### src/rtl/card_auth_session_if.sv
// Card reader / keypad / transaction unit / provisioning bundle for the card session controller.
interface card_auth_session_if #(
  parameter int unsigned card_width     = 4,
  parameter int unsigned password_width = 16,
  parameter int unsigned balance_width  = 20
);
  logic                      card_in;
  logic [card_width-1:0]     card_number;
  logic                      pin_valid;
  logic [password_width-1:0] password_input;
  logic                      op_done;
  logic [balance_width-1:0]  updated_balance;
  logic                      prov_we;
  logic [card_width-1:0]     prov_card;
  logic [password_width-1:0] prov_password;
  logic [balance_width-1:0]  prov_balance;
  logic [balance_width-1:0]  balance;
  logic                      auth_ok;
  logic                      wrong_psw;
  logic                      card_locked;
  logic                      invalid_card;
  logic                      timeout;
  logic [2:0]                tries_left;

  modport master (
    output card_in, card_number, pin_valid, password_input, op_done, updated_balance,
           prov_we, prov_card, prov_password, prov_balance,
    input  balance, auth_ok, wrong_psw, card_locked, invalid_card, timeout, tries_left
  );

  modport slave (
    input  card_in, card_number, pin_valid, password_input, op_done, updated_balance,
           prov_we, prov_card, prov_password, prov_balance,
    output balance, auth_ok, wrong_psw, card_locked, invalid_card, timeout, tries_left
  );
endinterface

### src/rtl/card_auth_session.sv
// Card/PIN session controller: PIN authentication with lockout, inactivity timeout,
// per-user balance store with runtime provisioning.
module card_auth_session #(
  parameter int unsigned card_width     = 4,
  parameter int unsigned password_width = 16,
  parameter int unsigned balance_width  = 20,
  parameter int unsigned users_num      = 10,
  parameter int unsigned max_tries      = 3,
  parameter int unsigned timeout_cycles = 1000
) (
  input logic               clk,
  input logic               rst,
  card_auth_session_if.slave bus
);

  localparam int unsigned depth       = 1 << card_width;
  localparam int unsigned timer_width = (timeout_cycles > 1) ? $clog2(timeout_cycles) : 1;
  localparam int unsigned tries_width = 3;

  typedef enum logic [1:0] {IDLE, WAIT_PIN, SESSION, EJECT} state_t;

  state_t                    state_q, state_d;
  logic [card_width-1:0]     cur_card_q, cur_card_d;
  logic [timer_width-1:0]    timer_q, timer_d;
  logic [balance_width-1:0]  balance_q, balance_d;
  logic                      auth_ok_q, auth_ok_d;
  logic                      wrong_psw_q, wrong_psw_d;
  logic                      timeout_q, timeout_d;
  logic                      card_locked_q, card_locked_d;
  logic                      invalid_card_q, invalid_card_d;
  logic [tries_width-1:0]    tries_left_q, tries_left_d;

  logic [password_width-1:0] pwd_mem [depth];
  logic [balance_width-1:0]  bal_mem [depth];
  logic [depth-1:0]          lock_q;
  logic [depth-1:0][tries_width-1:0] fail_q;

  logic                      fail_inc, fail_clr, lock_set, bal_we, leave;
  logic                      prov_ok, prov_hit_cur, timer_done;
  logic [tries_width-1:0]    fail_next;

  // Cards at or above users_num have no database entry.
  function automatic logic card_valid(input logic [card_width-1:0] c);
    return {1'b0, c} < (card_width+1)'(users_num);
  endfunction

  assign prov_ok      = bus.prov_we && card_valid(bus.prov_card);
  assign prov_hit_cur = prov_ok && (bus.prov_card == cur_card_q);
  assign timer_done   = (timer_q == timer_width'(timeout_cycles - 1));
  assign fail_next    = fail_q[cur_card_q] + tries_width'(1);

  always_comb begin
    state_d        = state_q;
    cur_card_d     = cur_card_q;
    timer_d        = timer_q;
    balance_d      = balance_q;
    auth_ok_d      = auth_ok_q;
    wrong_psw_d    = 1'b0;
    timeout_d      = 1'b0;
    card_locked_d  = card_locked_q;
    invalid_card_d = invalid_card_q;
    tries_left_d   = tries_left_q;
    fail_inc       = 1'b0;
    fail_clr       = 1'b0;
    lock_set       = 1'b0;
    bal_we         = 1'b0;
    leave          = 1'b0;

    case (state_q)
      IDLE: begin
        if (bus.card_in) begin
          cur_card_d = bus.card_number;
          if (!card_valid(bus.card_number)) begin
            state_d        = EJECT;
            invalid_card_d = 1'b1;
          end else if (lock_q[bus.card_number]) begin
            state_d       = EJECT;
            card_locked_d = 1'b1;
          end else begin
            state_d      = WAIT_PIN;
            timer_d      = '0;
            tries_left_d = tries_width'(max_tries) - fail_q[bus.card_number];
          end
        end
      end

      WAIT_PIN: begin
        if (!bus.card_in) begin
          leave = 1'b1;
        end else if (bus.pin_valid) begin
          // A PIN attempt outranks a timeout expiring on the same cycle.
          timer_d = '0;
          if (bus.password_input == pwd_mem[cur_card_q]) begin
            state_d      = SESSION;
            auth_ok_d    = 1'b1;
            balance_d    = bal_mem[cur_card_q];
            fail_clr     = 1'b1;
            tries_left_d = tries_width'(max_tries);
          end else begin
            wrong_psw_d  = 1'b1;
            fail_inc     = 1'b1;
            tries_left_d = tries_width'(max_tries) - fail_next;
            if (fail_next == tries_width'(max_tries)) begin
              lock_set      = 1'b1;
              state_d       = EJECT;
              card_locked_d = 1'b1;
            end
          end
        end else if (timer_done) begin
          timeout_d = 1'b1;
          state_d   = EJECT;
        end else begin
          timer_d = timer_q + timer_width'(1);
        end
      end

      SESSION: begin
        // A commit still lands when the card is pulled on the same cycle.
        bal_we = bus.op_done;
        if (bus.op_done) begin
          balance_d = bus.updated_balance;
          timer_d   = '0;
        end
        if (!bus.card_in) begin
          leave = 1'b1;
        end else if (!bus.op_done) begin
          if (timer_done) begin
            timeout_d = 1'b1;
            state_d   = EJECT;
            auth_ok_d = 1'b0;
            balance_d = '0;
          end else begin
            timer_d = timer_q + timer_width'(1);
          end
        end
      end

      EJECT: begin
        if (!bus.card_in) leave = 1'b1;
      end

      default: state_d = IDLE;
    endcase

    if (leave) begin
      state_d        = IDLE;
      timer_d        = '0;
      balance_d      = '0;
      auth_ok_d      = 1'b0;
      card_locked_d  = 1'b0;
      invalid_card_d = 1'b0;
      tries_left_d   = '0;
    end

    // Reprovisioning the active card is reflected on the session balance immediately.
    if (state_d == SESSION && prov_hit_cur) balance_d = bus.prov_balance;
  end

  always_ff @(posedge clk or posedge rst) begin
    if (rst) begin
      state_q        <= IDLE;
      cur_card_q     <= '0;
      timer_q        <= '0;
      balance_q      <= '0;
      auth_ok_q      <= 1'b0;
      wrong_psw_q    <= 1'b0;
      timeout_q      <= 1'b0;
      card_locked_q  <= 1'b0;
      invalid_card_q <= 1'b0;
      tries_left_q   <= '0;
    end else begin
      state_q        <= state_d;
      cur_card_q     <= cur_card_d;
      timer_q        <= timer_d;
      balance_q      <= balance_d;
      auth_ok_q      <= auth_ok_d;
      wrong_psw_q    <= wrong_psw_d;
      timeout_q      <= timeout_d;
      card_locked_q  <= card_locked_d;
      invalid_card_q <= invalid_card_d;
      tries_left_q   <= tries_left_d;
    end
  end

  // Lockout bookkeeping; provisioning a card always gives it a clean slate.
  always_ff @(posedge clk or posedge rst) begin
    if (rst) begin
      lock_q <= '0;
      fail_q <= '0;
    end else begin
      if (fail_clr) fail_q[cur_card_q] <= '0;
      if (fail_inc) fail_q[cur_card_q] <= fail_next;
      if (lock_set) lock_q[cur_card_q] <= 1'b1;
      if (prov_ok) begin
        lock_q[bus.prov_card] <= 1'b0;
        fail_q[bus.prov_card] <= '0;
      end
    end
  end

  // User database; contents survive reset and are loaded only by provisioning.
  always_ff @(posedge clk) begin
    if (prov_ok) begin
      pwd_mem[bus.prov_card] <= bus.prov_password;
      bal_mem[bus.prov_card] <= bus.prov_balance;
    end
    if (bal_we && !prov_hit_cur) bal_mem[cur_card_q] <= bus.updated_balance;
  end

  assign bus.balance      = balance_q;
  assign bus.auth_ok      = auth_ok_q;
  assign bus.wrong_psw    = wrong_psw_q;
  assign bus.card_locked  = card_locked_q;
  assign bus.invalid_card = invalid_card_q;
  assign bus.timeout      = timeout_q;
  assign bus.tries_left   = tries_left_q;

endmodule

### src/flat_wrapper.sv
// flat-port wrapper written by rule: the top's interface ports become plain ports
module card_auth_session_flat 
#(
  parameter int unsigned card_width     = 4,
  parameter int unsigned password_width = 16,
  parameter int unsigned balance_width  = 20,
  parameter int unsigned users_num      = 10,
  parameter int unsigned max_tries      = 3,
  parameter int unsigned timeout_cycles = 1000
)
  (clk, rst, bus_card_in, bus_card_number, bus_pin_valid, bus_password_input, bus_op_done, bus_updated_balance, bus_prov_we, bus_prov_card, bus_prov_password, bus_prov_balance, bus_balance, bus_auth_ok, bus_wrong_psw, bus_card_locked, bus_invalid_card, bus_timeout, bus_tries_left);
  card_auth_session_if #(.card_width(card_width), .password_width(password_width), .balance_width(balance_width)) bus_i ();
  input logic clk;
  input logic rst;
  input wire logic [$bits(bus_i.card_in)-1:0] bus_card_in;
  input wire logic [$bits(bus_i.card_number)-1:0] bus_card_number;
  input wire logic [$bits(bus_i.pin_valid)-1:0] bus_pin_valid;
  input wire logic [$bits(bus_i.password_input)-1:0] bus_password_input;
  input wire logic [$bits(bus_i.op_done)-1:0] bus_op_done;
  input wire logic [$bits(bus_i.updated_balance)-1:0] bus_updated_balance;
  input wire logic [$bits(bus_i.prov_we)-1:0] bus_prov_we;
  input wire logic [$bits(bus_i.prov_card)-1:0] bus_prov_card;
  input wire logic [$bits(bus_i.prov_password)-1:0] bus_prov_password;
  input wire logic [$bits(bus_i.prov_balance)-1:0] bus_prov_balance;
  output wire logic [$bits(bus_i.balance)-1:0] bus_balance;
  output wire logic [$bits(bus_i.auth_ok)-1:0] bus_auth_ok;
  output wire logic [$bits(bus_i.wrong_psw)-1:0] bus_wrong_psw;
  output wire logic [$bits(bus_i.card_locked)-1:0] bus_card_locked;
  output wire logic [$bits(bus_i.invalid_card)-1:0] bus_invalid_card;
  output wire logic [$bits(bus_i.timeout)-1:0] bus_timeout;
  output wire logic [$bits(bus_i.tries_left)-1:0] bus_tries_left;
  assign bus_i.card_in = bus_card_in;
  assign bus_i.card_number = bus_card_number;
  assign bus_i.pin_valid = bus_pin_valid;
  assign bus_i.password_input = bus_password_input;
  assign bus_i.op_done = bus_op_done;
  assign bus_i.updated_balance = bus_updated_balance;
  assign bus_i.prov_we = bus_prov_we;
  assign bus_i.prov_card = bus_prov_card;
  assign bus_i.prov_password = bus_prov_password;
  assign bus_i.prov_balance = bus_prov_balance;
  assign bus_balance = bus_i.balance;
  assign bus_auth_ok = bus_i.auth_ok;
  assign bus_wrong_psw = bus_i.wrong_psw;
  assign bus_card_locked = bus_i.card_locked;
  assign bus_invalid_card = bus_i.invalid_card;
  assign bus_timeout = bus_i.timeout;
  assign bus_tries_left = bus_i.tries_left;
  card_auth_session #(.card_width(card_width), .password_width(password_width), .balance_width(balance_width), .users_num(users_num), .max_tries(max_tries), .timeout_cycles(timeout_cycles)) u_core (.clk(clk), .rst(rst), .bus(bus_i));
endmodule
### config.mk
export PLATFORM = sky130hd
export DESIGN_NAME = card_auth_session_flat
export DESIGN_NICKNAME = d
export VERILOG_FILES = /design/src/rtl/card_auth_session_if.sv /design/src/rtl/card_auth_session.sv /design/src/flat_wrapper.sv
export SDC_FILE = /design/constraint.sdc
export NUM_CORES = 1
export LEC_CHECK = 0
export CAP_MARGIN = 20
export CORE_MARGIN = 10
export CORE_UTILIZATION = 38
export CTS_BUF_LIST = sky130_fd_sc_hd__clkbuf_4
export CTS_CLUSTER_DIAMETER = 50
export DETAILED_ROUTE_END_ITERATION = 6
export DONT_BUFFER_PORTS = 1
export SLEW_MARGIN = 20
export SYNTH_ARGS = -nofsm -noshare
export SYNTH_HDL_FRONTEND = slang
export SYNTH_SLANG_ARGS = --single-unit
export TNS_END_PERCENT = 100
### constraint.sdc
create_clock -name clk -period 10.8 [get_ports clk]
set_input_delay 1.62 -clock clk [delete_from_list [all_inputs] [get_ports clk]]
set_output_delay 1.62 -clock clk [all_outputs]
set_load 0.01 [all_outputs]
Word level (Yosys, flattened, before mapping) --
Memories as Yosys holds them, arrays and structs flattened. Index checks and enable logic that the tools add are counted.
Cells by class: add/sub/neg operators 4, $lt $le $gt $ge 7, eq/ne operators 25, muxes and demuxes 109, bitwise logic cells 7, reduce and logical (&&, ||, !) cells 22
Operators with widths (count):
- 2-to-1 mux 20 bit | 9
- 2-to-1 mux 48 bit | 3
- 2-to-1 mux 10 bit | 11
- AND 48 bit | 2
- inverter 48 bit | 2
- bitwise mux 48 bit | 1
- 2-to-1 mux 1 bit | 47
- case mux 20 bit (2 select lines) | 1
- 2-to-1 mux 3 bit | 11
- 2-to-1 mux 16 bit | 2
- case mux 10 bit (3 select lines) | 1
- binary-select mux 3 bit (select 4 bit) | 2
- demux 3 bit (select 4 bit) | 2
- 2-to-1 mux 2 bit | 11
- != test 3 x 2 -> 1 bit (second input constant) | 7
- AND 16 bit | 1
- equality test 16 bit | 1
- inverter 16 bit | 1
- bitwise OR 16 bit | 1
- < comparator 4 x 5 -> 1 bit (second input constant) | 3
- != test 3 x 1 -> 1 bit (second input constant) | 5
- AND reduction 6 bit | 2
- adder 10 x 1 -> 10 bit (second input constant) | 1
- equality test 10 bit (second input constant) | 1
- 29 further kinds | 46
Word-level totals: bits in registers 108, RAM bits 576, memories kept 2
Memory list:
- u_core.bal_mem | depth 16, width 20, read ports 1, clocked after Yosys merged registers in 0, wr ports 2, line card_auth_session.sv:34 | logic [balance_width-1:0] bal_mem [depth];
- u_core.pwd_mem | depth 16, width 16, read ports 1, clocked after Yosys merged registers in 0, wr ports 1, line card_auth_session.sv:33 | logic [password_width-1:0] pwd_mem [depth];

Depth between registers and ports, before layout --
word-level depth 14, mapped depth 17, gate-level depth less buffers 12

Worst setup path after synthesis --
Ideal clock, no wire load.
path type in2reg, start point input port bus_prov_card[2], end point memory u_core.bal_mem[2][0] (enable), setup time 348 ps, arrival time 4217 ps, required time 10452 ps, setup slack 6235 ps, cell stages on the path 2, buffers on the path 0, path through nor4_1 > or2_2
RTL lines:
- from (decl) | line flat_wrapper.sv:22 | input wire logic [$bits(bus_i.prov_card)-1:0] bus_prov_card;
- to (decl) | line card_auth_session.sv:34

Worst setup path in the final report --
start point register u_core.cur_card_q[0], end point register u_core.balance_q[13], in the netlist u_core.bus.balance[13]
On the way: cells in the longest elaborated chain, start to end 14, elaborated cells between the ends (all ways) 28, classes of those cells add/sub (1); eq/ne (7); mux (14); reduce/logical (4); memory (2)
Ends and longest elaborated chain:
- from (decl) | line card_auth_session.sv:23 | logic [card_width-1:0] cur_card_q, cur_card_d;
- from (signal assigned) | line card_auth_session.sv:173 | cur_card_q <= cur_card_d;
- binary-select mux 3 bit (select 4 bit) | line card_auth_session.sv:50 | assign fail_next = fail_q[cur_card_q] + tries_width'(1);
- 2-to-1 mux 3 bit (implied by the code) | line card_auth_session.sv:50
- adder 3 x 1 -> 3 bit | line card_auth_session.sv:50
- equality test 3 x 2 -> 1 bit | line card_auth_session.sv:103 | if (fail_next == tries_width'(max_tries)) begin
- 2-to-1 mux 2 bit | line card_auth_session.sv:103
- 2-to-1 mux 2 bit | line card_auth_session.sv:93 | if (bus.password_input == pwd_mem[cur_card_q]) begin
- 2-to-1 mux 2 bit | line card_auth_session.sv:90 | end else if (bus.pin_valid) begin
- 2-to-1 mux 2 bit | line card_auth_session.sv:88 | if (!bus.card_in) begin
- case mux 2 bit (3 select lines) | line card_auth_session.sv:69 | case (state_q)
- 2-to-1 mux 2 bit | line card_auth_session.sv:145 | if (leave) begin
- equality test 2 bit | line card_auth_session.sv:156 | if (state_d == SESSION && prov_hit_cur) balance_d = bus.prov_balance;
- logical AND 1 bit | line card_auth_session.sv:156
- != test 4 x 1 -> 1 bit (no line), or another cell as far along
- AND reduction 4 bit (no line)
- to (signal assigned) | line card_auth_session.sv:175 | balance_q <= balance_d;
- to (decl) | line card_auth_session.sv:25 | logic [balance_width-1:0] balance_q, balance_d;
Parallel ways exist; a longest one is shown, timed or not. The select of a mux whose other input is x is not followed. A chain may end at the register's enable or synchronous reset.

==> impl_metrics.json <==
{
  "rsz_0062_raised_after_global_routing": "false",
  "clock_tree.buffer_depth": 3,
  "finalSetupViolCount": 0,
  "drtIter0Drc": 1574,
  "route.met3.wl_um": 7590,
  "core_area_mm2": 0.0854,
  "worst_r2r_endpoint": "u_core.bus.balance[13]",
  "netlist-cell-type-count": 69,
  "numPortBuffers": 0,
  "cts_buffers": 179,
  "drive_gt1_frac": 0.419,
  "synth_top_family_by_area": "multiplexers",
  "critical_path_cell_count": 13,
  "drv.max_cap_violation_count": 0,
  "worst_ir_drop_on_vdd_v": 0.000127,
  "cp_cell_sequence": "buf_4, mux4_2, a22oi_1, and2_1, inv_1, ha_1, nand3_1, or2_1, o21ai_0, a22oi_1, o2111ai_2, buf_4, mux2_2",
  "grt_start_max_net_pins": 58,
  "r2r_slack_ns": 4.79,
  "wl_per_cell_um": 25.5,
  "layout.cells.most_common_list": "edfxtp_1 (576), mux2_2 (350), clkbuf_4 (277)",
  "worst_slew_margin_rel": 0.295,
  "power.density_cell_area_mw_per_mm2": 219,
  "wire_length_on_met2_um": 41600,
  "post-cts-setup-buffers": 0,
  "syn-mean-instance-area_um2": 16.6,
  "critPathArrivalTime_ns": 6.93,
  "synthTopCellsByArea": "edfxtp_1 (53%), mux4_2 (13%), mux2_2 (12%)",
  "hp-start": "u_core.lock_q[10]",
  "cell_count_after_synthesis": 1977,
  "r2r_start": "u_core.cur_card_q[0]",
  "crit_slowest_cell": "dfrtp_4",
  "ios": 114,
  "holdBufCountCts": 0,
  "critical_path.top_delay_family": "buffers and inverters",
  "filler_cell_count": 7778,
  "cp_required_ns": 11.72,
  "critPathMaxFanout": 53,
  "final_area_mm2": 0.0366,
  "route.top_layer_used": "met4",
  "drt_pre_antenna_iters": 5,
  "clk_latency_ns": 1.07,
  "synthFlopType": "edfxtp_1",
  "synth_top_cell_by_area": "edfxtp_1",
  "post_cts_resized": 0,
  "worst_slew_pin_slew_ns": 1.05,
  "ys_seq_area_frac": 0.610,
  "finalCritPeriodShare": 0.557,
  "core.rowCount": 107,
  "route.vias.total": 19100,
  "yosys.area_share.xor_xnor": 0.00641,
  "setup.worst_path.start_class": "flip-flop",
  "synth.top_cell.area_share": 0.527,
  "min_path_cells": 1,
  "start_util": 0.384,
  "aggregate_routed_wire_length_um": 87000,
  "dpl.hpwl_um": 50300,
  "ant_nets": 0,
  "final_nets": 2230,
  "finalWorstPathRequiredPeriod_ns": 6.01,
  "post-route-drc-count": 0,
  "min_delay_worst_endpoint": "u_core.lock_q[10]",
  "synth_adder_area_share": 0.00267,
  "crit_type": "flip-flop to flip-flop",
  "placed_area_mm2": 0.0343,
  "place_congestion": 0.823,
  "reg2regPathDepth": 13,
  "global_route.usage.total": 0.176,
  "die_height_um": 314,
  "power.leakage_nw": 12.7,
  "final.setup.tns_ns": 0,
  "async_flop_share": 0.158,
  "timing_hold_violations_final": 0,
  "status": "completed",
  "hold_class": "flip-flop to flip-flop",
  "antenna_found_initial": 3,
  "synth_area_in_simple_gates": 0.0380,
  "timing_max_transition_violations_final": 0,
  "cts_root_buf": "clkbuf_4",
  "die_span_x_um": 314,
  "grt.overflow.total": 0,
  "synth_compound_gate_area_share": 0.0443,
  "worst_skew_ns": 0.0884,
  "avgViaCountPerCell": 5.59,
  "clk_transition_reported_paths_ns": 0.07,
  "number_of_enable_flip_flop_cells_after_synthesis": 576,
  "first_global_vias": 19900,
  "f_max_ghz": 0.166,
  "final_common_cell": "edfxtp_1",
  "worst-path-buf-inv": 3,
  "synth_seq_cells": 684,
  "critPathMaxStageDelay_ns": 1.05,
  "synth.area.mux_share": 0.272,
  "design.die.area_mm2": 0.0985,
  "clock_sink_count": 684,
  "yosysWarnings": 0,
  "detail_route.wirelength.met1_um": 35800,
  "tritoncts": "built",
  "syn2layout_area_growth_pct": 11.7,
  "post_synth_instance_area_mm2": 0.0328,
  "cp-end-kind": "flip-flop",
  "grt_pass1_wl_um": 129000,
  "cts.htree.levels": 4
}
[final cells by class]
class / count / area (µm²) / area share
inverters: 35 / 134 / 0.00365
clock inverters: 33 / 239 / 0.00652
repair buffers: 41 / 328 / 0.00895
multi-input cells: 1196 / 12400 / 0.339
clock buffers: 277 / 2080 / 0.0567
well taps: 1144 / 1430 / 0.0391
diodes: 4 / 10.0 / 0.000273
flip-flops and latches: 684 / 20000 / 0.546
[per-layer routing]
metal,vias to the layer above,GRT usage
met2,700,0.282
met3,153,0.0581
li1,8230,-
met1,9993,0.222
met5,-,0
met4,0,0.0601
[flip-flops by register name, summed over array words and instances, names as in the netlist, 2 cells and up]
signal and cells:
u_core.fail_q 48, u_core.timer_q 10, u_core.bal_mem 320, u_core.pwd_mem 256, u_core.state_q 2, u_core.lock_q 16, u_core.bus.tries_left 3, u_core.cur_card_q 4
u_core.bus.balance 20
[power breakdown]
part / switching, mW / internal (mW) / leakage [nW]
Clock: 1.07 / 1.21 / 1.39
Combinational: 1.19 / 1.18 / 4.60
Sequential: 0.312 / 3.05 / 6.72
[kinds of logic (layout without fill, tap and decap cells)]
| group | Yosys count | in the layout |
|---|---|---|
| buf+inv | 192 | 386 |
| simple gates | 257 | 257 |
| mux | 610 | 610 |
| xor+xnor | 24 | 24 |
| flops | 684 | 684 |
| other cells | 1 | 100 |
| compound gates | 202 | 202 |
| fa+ha+maj | 7 | 7 |
[Yosys cell counts (all sizes together) (5+ instances only)]
cell type and instances:
edfxtp 576, a22oi 8, nor3 19, nand2 74
a31oi 13, o22ai 29, dfrtp 108, xor2 13
and3 7, a31o 6, a221oi 5, mux2 370
ha 7, clkbuf 81, or2 14, o21bai 7
nand3 18, nor2 73, xnor2 11, inv 33
nor2b 17, o31ai 6, buf 76, a22o 13
nand2b 15, mux4 185, mux2i 55, a21oi 18
o21ai 44, a32oi 30, nor4 5
[metrics by stage]
stage / setup slack (ns) / std cells / hold WS (ns) / total power, mW / util
after global placement: 4.79 / 3099 / 0.452 / 5.76 / 0.401
final: 4.79 / 3414 / 0.477 / 8.02 / 0.429
after global routing: 4.38 / 3413 / 0.493 / 8.44 / 0.429
after floorplan: 6.24 / 2072 / 0.437 / 5.18 / -
after detailed placement: 4.82 / 3099 / 0.457 / 5.79 / 0.401
after CTS: 4.82 / 3409 / 0.478 / 8.11 / 0.429
[how the worst max path moves through the flow]
stage | slack, ns | startpoint | endpoint
finish | 4.79 | u_core.cur_card_q[0] | u_core.bus.balance[13]
global route | 4.38 | u_core.cur_card_q[0] | u_core.bus.balance[18]
CTS | 4.82 | u_core.cur_card_q[0] | u_core.bus.balance[13]
detailed placement | 4.82 | u_core.cur_card_q[0] | u_core.bus.balance[13]
floorplan | 6.24 | bus_prov_card[2] | u_core.bal_mem[2][0]
global placement | 4.79 | u_core.cur_card_q[0] | u_core.bus.balance[10]
No activity file was read; power rests on OpenSTA's default activity.
==> patch, RTL diff (config.mk and constraints unchanged) <==
`timeout_cycles` is set to 1000 in 2 places; all go to 250.
--- a/src/rtl/card_auth_session.sv
+++ b/src/rtl/card_auth_session.sv
@@ -7,5 +7,5 @@
   parameter int unsigned users_num      = 10,
   parameter int unsigned max_tries      = 3,
-  parameter int unsigned timeout_cycles = 1000
+  parameter int unsigned timeout_cycles = 250
 ) (
   input logic               clk,
--- a/src/flat_wrapper.sv
+++ b/src/flat_wrapper.sv
@@ -7,5 +7,5 @@
   parameter int unsigned users_num      = 10,
   parameter int unsigned max_tries      = 3,
-  parameter int unsigned timeout_cycles = 1000
+  parameter int unsigned timeout_cycles = 250
 )
   (clk, rst, bus_card_in, bus_card_number, bus_pin_valid, bus_password_input, bus_op_done, bus_updated_balance, bus_prov_we, bus_prov_card, bus_prov_password, bus_prov_balance, bus_balance, bus_auth_ok, bus_wrong_psw, bus_card_locked, bus_invalid_card, bus_timeout, bus_tries_left);
Check against the original RTL: not settled (the Yosys comparison gave no result); the edit may change what the design does.
==> patch against the original RTL <==
Clock skew fell by 0.018 ns. Wire length barely moved. Sequential power fell by 2%. Final area fell by 1.5%. Synthesized cell count rose by 9.2%. Worst hold slack got worse by 0.0061 ns. Sequential cell count fell by 2. Clock power fell by 2%. Worst setup slack improved by 0.67 ns. Synthesized area fell by 1.4%. Power fell by 2.0%. Combinational power fell by 2%. Maximum frequency rose by 13%. Die area fell by 1.3%. Critical path type unchanged. Largest cell class unchanged. Largest power group unchanged.
==> patch: results (changes against the original RTL) <==
[worst_setup_path]
crit_arrival_ns=6.20  ; -0.73 ns
cp_max_fo=49  ; -7.5%
ff2ff_setup_slack_ns=5.46  ; +0.67 ns
max_stage_delay_ns=1.08  ; +0.03 ns

[final_layout]
drive_above_1_share_pct=32.0  ; -9.9 points
nFillCells=7745  ; -0.42%
nets=2383  ; +6.9%

[power]
vdd_ir_drop_max_mv=0.132  ; +4.4%
power_leakage_nw=12.6  ; -0.84%
p_sw_share_pct=31.9  ; -0.16 points

[drt]
routed.top_layer=met5
met2WireLength_microns=43000  ; +3.5%
drt-initial-drc-count=1649  ; +4.8%
vias=19800  ; +3.7%
vias_per_cell=5.54  ; -0.82%
wire_per_inst_microns=24.4  ; -4.3%
wl_met1_microns=34600  ; -3.5%
dr_wl_met3_microns=6810  ; -10%

[sta]
worst_pin_slew_ns=1.04  ; -0.0110 ns
finalClockSkew_ns=0.0704  ; -0.0180 ns

[global_route]
grt_max_degree=64  ; +10%
grt_pass1_wl_microns=130000  ; +0.92%
antenna_found_initial=4  ; +1

[cts]
clock_latency_ns=1.03  ; -0.04 ns
cts_buffers=175  ; -2.2%

[synthesis]
async_flop_share_pct=15.5  ; -0.25 points
synth_seq_area_share_pct=61.7  ; +0.69 points
yosysUniqueCellTypes=66  ; -4.3%
synthTopCellsByArea=edfxtp_1 (53%), mux4_2 (12%), dfrtp_1 (8.2%), mux2_2 (7.0%), mux2i_1 (2.9%)

[placed_design]
gp_congestion=0.841  ; +2.3%
dp_cells=3246  ; +4.7%
place_area_sq_mm=0.0338  ; -1.4%

[outcome]
status=finished clean

patch: cell count changes after synthesis, sizes merged, moves of 12 or more:
cell / delta
clkbuf: +35
a22oi: +13
nand2: +154
mux2: -158
nor2: -12
a21oi: +24
mux2i: +39
a32oi: -30
o21ai: +138
patch: power by group through the flow:
stage | clock [mW] | combinational [mW] | sequential (mW)
CTS | 2.30 | 2.34 | 3.30
detailed placement | 0 | 2.33 | 3.36
finish | 2.24 | 2.33 | 3.29
floorplan | 0 | 1.92 | 3.17
global placement | 0 | 2.26 | 3.37
global route | 2.44 | 2.50 | 3.33
patch: cell families after synthesis:
kind of cell	count (synthesis)	synth area share, %
compound gates	333	6.10
buf+inv	216	2.91
flops	682	61.7
mux	484	22.8
fa+ha+maj	8	0.309
simple gates	414	5.65
other cells	1	0.0116
xor+xnor	21	0.569
patch: final cells by class:
cell class                 instances  share of cell area (%)
inverter                          30                   0.319
multi-input combinational       1356                    33.1
sequential                       682                    55.3
clock inverter                    40                   0.524
timing repair buffer              44                   0.950
clock buffer                     278                    5.78
tap                             1134                    3.93
antenna                            4                  0.0277
patch: worst paths after layout:
path                                            from                     end  cells past startpoint
worst max register to register  u_core.cur_card_q[0]  u_core.bus.balance[10]                     10
max in group asynchronous                        rst       u_core.fail_q[20]                      2
worst min-delay path               u_core.lock_q[12]       u_core.lock_q[12]                      1
min in group asynchronous                        rst  u_core.bus.balance[17]                      1
worst max-delay path            u_core.cur_card_q[0]  u_core.bus.balance[10]                     10
worst min register to register     u_core.lock_q[12]       u_core.lock_q[12]                      1
patch: metal layers:
layer | vias up | GRT usage [%]
met1 | 10100 | 22.1
met5 | - | 0
met3 | 182 | 4.48
li1 | 8668 | -
met2 | 801 | 29.5
met4 | 4 | 6.90
patch: worst max-delay path, delay by kind of cell (launching register included):
family	cells	cell delay [ns]
AOI/OAI and AO/OA	3	1.31
DFF	1	1.08
and+or+nand+nor	3	1.08
buffers and inverters	1	0.91
muxes	2	0.50
xor gates and xnor gates	1	0.29
patch: stage by stage:
stage	utilization (%)	worst slack, ns
2_1_floorplan	-	6.24
3_3_place_gp	40.2	5.16
3_5_place_dp	40.2	5.35
4_1_cts	42.9	5.36
5_1_grt	42.9	5.11
6_report	42.9	5.46
